**src/rtl/sram_lsu.sv**
```systemverilog
// rtl/sram_lsu.sv - byte/half/word load-store unit in front of a word-organised sram
// One request at a time; sub-word stores do read-modify-write on big-endian lanes.
module sram_lsu #(
    parameter int AWIDTH = 8,
    parameter int DWIDTH = 32,
    parameter int DEPTH  = 64
) (
    input  logic              clk,
    input  logic              rst_n,
    input  logic              req_valid,
    output logic              req_ready,
    input  logic              req_we,
    input  logic [1:0]        req_size,
    input  logic              req_signed,
    input  logic [AWIDTH-1:0] req_addr,
    input  logic [DWIDTH-1:0] req_wdata,
    output logic              resp_valid,
    output logic [DWIDTH-1:0] resp_rdata,
    output logic              resp_err,
    output logic              mem_cs,
    output logic              mem_rd,
    output logic              mem_wr,
    output logic [AWIDTH-1:0] mem_addr,
    output logic [DWIDTH-1:0] mem_din,
    input  logic [DWIDTH-1:0] mem_dout
);

    generate
        if (DWIDTH != 32) begin : g_bad_dwidth
            $error("sram_lsu: DWIDTH must be 32");
        end
        if (DEPTH != (1 << (AWIDTH - 2))) begin : g_bad_depth
            $error("sram_lsu: DEPTH must equal 2**(AWIDTH-2)");
        end
    endgenerate

    typedef enum logic [2:0] {
        IDLE,
        READ,
        RWAIT,
        WRITE,
        RESP
    } state_t;

    state_t state, next_state;

    logic [AWIDTH-1:0] addr_q;
    logic [1:0]        size_q;
    logic              we_q;
    logic              signed_q;
    logic              err_q;
    logic [DWIDTH-1:0] wdata_q;
    logic [DWIDTH-1:0] word_q;
    logic [DWIDTH-1:0] rdata_q;

    logic              accept;
    logic              req_err;
    logic [7:0]        lane8;
    logic [15:0]       lane16;
    logic [DWIDTH-1:0] load_val;
    logic [DWIDTH-1:0] merge_val;

    assign accept  = req_valid && (state == IDLE);
    assign req_err = (req_size == 2'b11)
                  || ((req_size == 2'b01) && req_addr[0])
                  || ((req_size == 2'b10) && (req_addr[1:0] != 2'b00));

    always_comb begin
        next_state = state;
        case (state)
            IDLE: begin
                if (req_valid) begin
                    if (req_err)
                        next_state = RESP;
                    else if (req_we && (req_size == 2'b10))
                        next_state = WRITE;
                    else
                        next_state = READ;
                end
            end
            READ:    next_state = RWAIT;
            RWAIT:   next_state = we_q ? WRITE : RESP;
            WRITE:   next_state = RESP;
            RESP:    next_state = IDLE;
            default: next_state = IDLE;
        endcase
    end

    // Lane extraction and merge work off the sram word captured in RWAIT.
    always_comb begin
        lane8     = 8'h00;
        lane16    = 16'h0000;
        load_val  = mem_dout;
        merge_val = mem_dout;
        case (size_q)
            2'b00: begin
                case (addr_q[1:0])
                    2'd0: begin lane8 = mem_dout[31:24]; merge_val[31:24] = wdata_q[7:0]; end
                    2'd1: begin lane8 = mem_dout[23:16]; merge_val[23:16] = wdata_q[7:0]; end
                    2'd2: begin lane8 = mem_dout[15:8];  merge_val[15:8]  = wdata_q[7:0]; end
                    default: begin lane8 = mem_dout[7:0]; merge_val[7:0] = wdata_q[7:0]; end
                endcase
                load_val = signed_q ? {{24{lane8[7]}}, lane8} : {24'h000000, lane8};
            end
            2'b01: begin
                if (addr_q[1]) begin
                    lane16          = mem_dout[15:0];
                    merge_val[15:0] = wdata_q[15:0];
                end else begin
                    lane16           = mem_dout[31:16];
                    merge_val[31:16] = wdata_q[15:0];
                end
                load_val = signed_q ? {{16{lane16[15]}}, lane16} : {16'h0000, lane16};
            end
            default: begin
                load_val  = mem_dout;
                merge_val = wdata_q;
            end
        endcase
    end

    always_ff @(posedge clk or negedge rst_n) begin
        if (!rst_n) begin
            state <= IDLE;
        end else begin
            state <= next_state;
        end
    end

    always_ff @(posedge clk or negedge rst_n) begin
        if (!rst_n) begin
            addr_q   <= '0;
            size_q   <= 2'b00;
            we_q     <= 1'b0;
            signed_q <= 1'b0;
            err_q    <= 1'b0;
            wdata_q  <= '0;
            word_q   <= '0;
            rdata_q  <= '0;
        end else if (accept) begin
            addr_q   <= req_addr;
            size_q   <= req_size;
            we_q     <= req_we;
            signed_q <= req_signed;
            err_q    <= req_err;
            wdata_q  <= req_wdata;
            word_q   <= req_wdata;
            rdata_q  <= '0;
        end else if (state == RWAIT) begin
            if (we_q)
                word_q <= merge_val;
            else
                rdata_q <= load_val;
        end
    end

    assign req_ready  = (state == IDLE);
    assign resp_valid = (state == RESP);
    assign resp_err   = (state == RESP) && err_q;
    assign resp_rdata = (state == RESP) ? rdata_q : '0;
    assign mem_rd     = (state == READ);
    assign mem_wr     = (state == WRITE);
    assign mem_cs     = (state == READ) || (state == WRITE);
    assign mem_addr   = {addr_q[AWIDTH-1:2], 2'b00};
    assign mem_din    = word_q;

endmodule

```
**config.mk**
```make
export PLATFORM = sky130hd
export DESIGN_NAME = sram_lsu
export DESIGN_NICKNAME = d
export VERILOG_FILES = /design/src/rtl/sram_lsu.sv
export SDC_FILE = /design/constraint.sdc
export NUM_CORES = 1
export LEC_CHECK = 0
export CAP_MARGIN = 5
export CORE_MARGIN = 4
export CORE_UTILIZATION = 30
export CTS_CLUSTER_SIZE = 16
export DETAILED_ROUTE_END_ITERATION = 8
export SLEW_MARGIN = 20
export SYNTH_ARGS = -nofsm -noshare
export SYNTH_HDL_FRONTEND = slang
export SYNTH_SLANG_ARGS = --single-unit
```
**constraint.sdc**
```tcl
create_clock -name clk -period 1.5 [get_ports clk]
set_input_delay 0.225 -clock clk [delete_from_list [all_inputs] [get_ports clk]]
set_output_delay 0.225 -clock clk [all_outputs]
set_load 0.005 [all_outputs]
```
# Word level (Yosys, flattened, before mapping)
# Index checks and enable logic that the tools add are counted.
[word_totals]
ff_bits = 112
input_bits = 79
out_inout_bits = 78
word_cells = 62
[classes]
n_eq_ne = 12
n_mux = 24
reduce_logical = 17
[ops]
columns = ["cell", "n"]
rows = [
  ["$mux 32", 9],
  ["$pmux 32 s2", 2],
  ["$mux 16", 3],
  ["$mux 8", 4],
  ["$pmux 8 s3", 1],
  ["$pmux 3 s4", 1],
  ["$mux 3", 3],
  ["$eq 2x1->1 const B", 3],
  ["$eq 2x2->1 const B", 3],
  ["$eq 3x2->1 const B", 2],
  ["$reduce_bool 2->1", 3],
  ["$logic_and 1x1->1", 5],
  ["$logic_not 2->1", 2],
  ["$reduce_and 2->1", 2],
  ["$eq 3x1->1 const B", 1],
  ["$eq 3x3->1 const B", 1],
  ["$logic_not 3->1", 1],
  ["$logic_or 1x1->1", 3],
  ["$reduce_or 3->1", 1],
  ["$mux 2", 1],
  ["$ne 2x1->1 const B", 1],
  ["$ne 2x2->1 const B", 1],
]

# Depth between registers and ports, before layout
[depth]
depth_word = 7
mapped_depth = 8
depth_no_buf = 4

# Least setup slack after synthesis
# No wires, ideal clock.
[synth_path]
kind = "reg-to-reg"
start = "register addr_q[1]"
end = "register rdata_q[21]"
t_arrival_ps = 1478
slack_ps = -104
path_stages_with_launch = 7
path_buffers = 2
synth_period_minus_slack_ps = 1604
path_cell_list = "dfrtp_1 buf_6 mux4_2 nand2_2 a21oi_4 buf_6 a221o_1"
[synth_between]
elab_chain_len = 7
elab_cells_between_ends = 11
[synth_rtl]
columns = ["element", "line_no", "text"]
rows = [
  ["start: declaration", "47", "logic [AWIDTH-1:0] addr_q;"],
  ["start signal: assignment", "141", "addr_q <= req_addr;"],
  ["$eq 2x2->1, or another cell as far along", "97", "case (addr_q[1:0])"],
  ["$pmux 8 s3", "97", ""],
  ["$mux 32", "103", "load_val = signed_q ? {{24{lane8[7]}}, lane8} : {24'h000000, lane8};"],
  ["$pmux 32 s2 *", "95", "case (size_q)"],
  ["$mux 32 *", "150", "if (we_q)"],
  ["$mux 32 *", "149", "end else if (state == RWAIT) begin"],
  ["$mux 32 *", "140", "end else if (accept) begin"],
  ["end signal: assignment", "153", "rdata_q <= load_val;"],
  ["end: declaration", "54", "logic [DWIDTH-1:0] rdata_q;"],
]
# Every way passes the cells marked *; elsewhere a longest branch is shown, timed or not. The select of a mux whose other input is x is not followed.
# A chain may end at the register's enable or synchronous reset.

# Final worst setup path
[layout_path]
start = "register state[2]"
end = "register word_q[19], in the netlist mem_din[19]"
[layout_between]
elab_chain_len = 4
elab_cells_between_ends = 7
[layout_rtl]
columns = ["element", "line_no", "text"]
rows = [
  ["start: declaration", "45", "state_t state, next_state;"],
  ["start signal: assignment", "126", "state <= next_state;"],
  ["$logic_not 3->1", "63", "assign accept = req_valid && (state == IDLE);"],
  ["$logic_and 1x1->1", "63", ""],
  ["$reduce_bool 2->1 (no source line)", "-", ""],
  ["$reduce_and 2->1 (no source line)", "-", ""],
  ["end signal: assignment", "147", "word_q <= req_wdata;"],
  ["end signal: assignment", "151", "word_q <= merge_val;"],
  ["end: declaration", "53", "logic [DWIDTH-1:0] word_q;"],
]
# Several ways; a longest one is shown, not always the timed one.

==> out/results.tsv <==
metric	value	unit
GRT Resource Usage Total	20.74	%
DR vias/cell	5.343	
Tot Pwr	0.02359	W
crit path capture type	flop	
Setup-failing EPs final	147	
fin. max-slew vios	0	
Final #Nets	995	
antenna-violating nets left	0	
drt pass-1 iters	5	
unrepaired setup endpoints after global routing	true	
CP startpoint kind	flop	
final worst slack	-0.3267	ns
Rows	52	
die area	22950	sq um
ANT cells	0	
Max Used Layer	met4	
CP Data Required Time	1.74	ns
sequential share of the synthesized area	45.38	%
DP Area	8630	sq um
Overflow after GRT	0	
final instance area	10790	sq um
Final Skew	0.007071	ns
metal3 WL	1999	microns
Synth Instances	659	
wire length on met1	10600	microns
Die X	151.5	microns
Post-synth top cells	nand2_1 (148), dfrtp_1 (112), a21oi_1 (41)	
area share of the largest cell type after synthesis	45.38	%
P_leak	4.989	nW
global-route wire length before repair	36120	microns
failing checks	setup timing	
r2r worst-path depth	9	
Synth Warn #	0	
CTS HTree Levels	3	
Syn Area/Cell	9.372	sq um
EDFF count, synth	0	
final wirelength	25240	microns
TritonCTS Sinks	112	
Final Cycle Share	121.8	%
Worst Path Arrival	2.06	ns
I/O Pins	157	
Hold Crit Class	in2async	
share of cells above drive strength 1	44.73	%
DRC	0	
clk_lat worst skew	0.36	ns
Core Region	20230	sq um
met2 wire length	11910	microns
CTS tree	yes	
Max Fanout on Critical Path	7	
Hold WS	0.3178	ns
Mapped Area	6176	sq um
fin crit period	1.827	ns
IO Port Bufs	154	
clk buf depth	2	
vias in the first global route	6274	
PD cells	2185	nW/um^2
post-synth cell types	49	
cell accounting for the most synthesized area	dfrtp_1	
top_reg_cell synth	dfrtp_1	
endpoints failing hold	0	
placer congestion estimate	0.8939	
Clock Tree Root	clkbuf_16	
Num CTS Buffers	9	
MaxCap Viol Count	0	
crit path kind	reg2reg	
Starting Density	30.52	%
status	finished, violations left	
Clock transition at path regs	0.08	ns
Area contributors post-synth	dfrtp_1 (45%), nand2_1 (9.0%), mux2_2 (5.7%)	
largest net degree at the start of global routing	49	
dominant cell by count in the synthesized netlist	nand2_1	
worst vdd ir	0.8949	mV
Post-DP HPWL	16230	microns
initial antenna violation count	0	
Area growth syn-to-layout	74.78	%
Fmax	547.4	MHz
die height	151.5	microns
fraction of registers with async set/reset	100.0	%
DRT iter0 DRCs	548	
setup TNS	-32.72	ns
flops & latches, synth	112	
vias	6363	
DR WL/cell	21.19	microns
-- per-stage QoR --
stage                     util [%]  std cells  setup slack (ns)
final                        53.35       1191           -0.3267
after global routing         53.35       1191           -0.3699
after CTS                    50.41       1177           -0.3472
after detailed placement     42.65       1114           -0.4563
after global placement       42.65       1114           -0.4251
after floorplan                  -        660          -0.09384
-- final timing paths --
path	endpoint	slack, ns	from
hold / removal	state[1]$_DFFE_PN0P_	0.32	rst_n
min in group clk	addr_q[7]$_DFFE_PN0P_	0.42	req_addr[7]
max in group asynchronous	mem_din[0]$_DFFE_PN0P_	0.62	rst_n
setup reg to reg	mem_din[19]$_DFFE_PN0P_	-0.33	state[2]$_DFFE_PN0P_
hold reg to reg	addr_q[2]$_DFFE_PN0P_	0.47	addr_q[2]$_DFFE_PN0P_
setup / recovery	mem_din[19]$_DFFE_PN0P_	-0.33	state[2]$_DFFE_PN0P_
-- final cells by class --
| type | instances | area [sq um] |
|---|---|---|
| clock inverter | 5 | 38.79 |
| multi-input combinational | 477 | 3881 |
| timing repair buffer | 307 | 3446 |
| tap | 270 | 337.8 |
| sequential | 112 | 2804 |
| fill | 1694 | 9440 |
| clock buffer | 11 | 252.7 |
| inverter | 9 | 33.78 |
-- cell usage in the layout (no fill, tap or decap), types with 8 or more instances in the layout --
cell type | Yosys | final
clkbuf_16 | 0 | 17
dlymetal6s2s_1 | 0 | 8
buf_4 | 12 | 76
a21oi_2 | 0 | 17
o21ai_1 | 1 | 21
o21ai_2 | 1 | 14
o211ai_1 | 9 | 9
nand2_4 | 0 | 28
a21oi_1 | 41 | 22
nand2_1 | 148 | 79
dfrtp_1 | 112 | 111
o22ai_1 | 14 | 12
clkbuf_2 | 2 | 11
buf_6 | 2 | 50
nor2_1 | 15 | 12
clkdlybuf4s50_1 | 0 | 103
a22o_1 | 9 | 9
and3_4 | 0 | 26
o21a_1 | 9 | 8
a221o_1 | 30 | 30
nand2_2 | 2 | 42
mux2_2 | 31 | 26
inv_1 | 8 | 8
o31ai_1 | 14 | 9
buf_12 | 0 | 24
mux2i_1 | 20 | 14
-- cell families after synthesis --
logic type      count (synthesis)  synth area share, %
mux                            52                9.258
simple gates                  226                16.71
flops                         112                45.38
compound gates                196                22.65
other cells                     1              0.06072
buf+inv                        72                5.936
-- where the power goes --
part	internal (W)	switching, W	leakage (nW)
combinational	0.00862	0.00711	3.44
clock	0.00123	0.00116	0.130
sequential	0.00436	0.00112	1.42
total	0.0142	0.00939	4.99
-- registers in the layout, indices dropped and copies added (netlist names) --
signal and flops:
addr_q 8, err_q 1, mem_din 32, rdata_q 32, signed_q 1, size_q 2
state 3, wdata_q 32, we_q 1
-- layer usage --
metal / vias up / track usage, %
met1: 3128 / 28.40
met3: 45 / 4.224
met2: 284 / 32.12
li1: 2906 / -
met5: - / 0
met4: 0 / 8.386
-- critical path: stages (launching register included) --
cell     delay [ns]
dfrtp_2        0.43
buf_6          0.13
buf_6          0.11
nor4b_4        0.27
buf_6          0.21
buf_12         0.15
buf_12         0.14
a21oi_2        0.04
o21ai_1        0.11
a31oi_1        0.10
-- timing repair --
item	CTS	global route
gates cloned	17	10
pin swaps	90	61
buffers inserted	30	14
hold buffers	1	0
resized for setup	304	180
endpoints found under the setup margin	150	157
endpoints found under the hold margin	19	0
(Power assumes the default switching activity.)
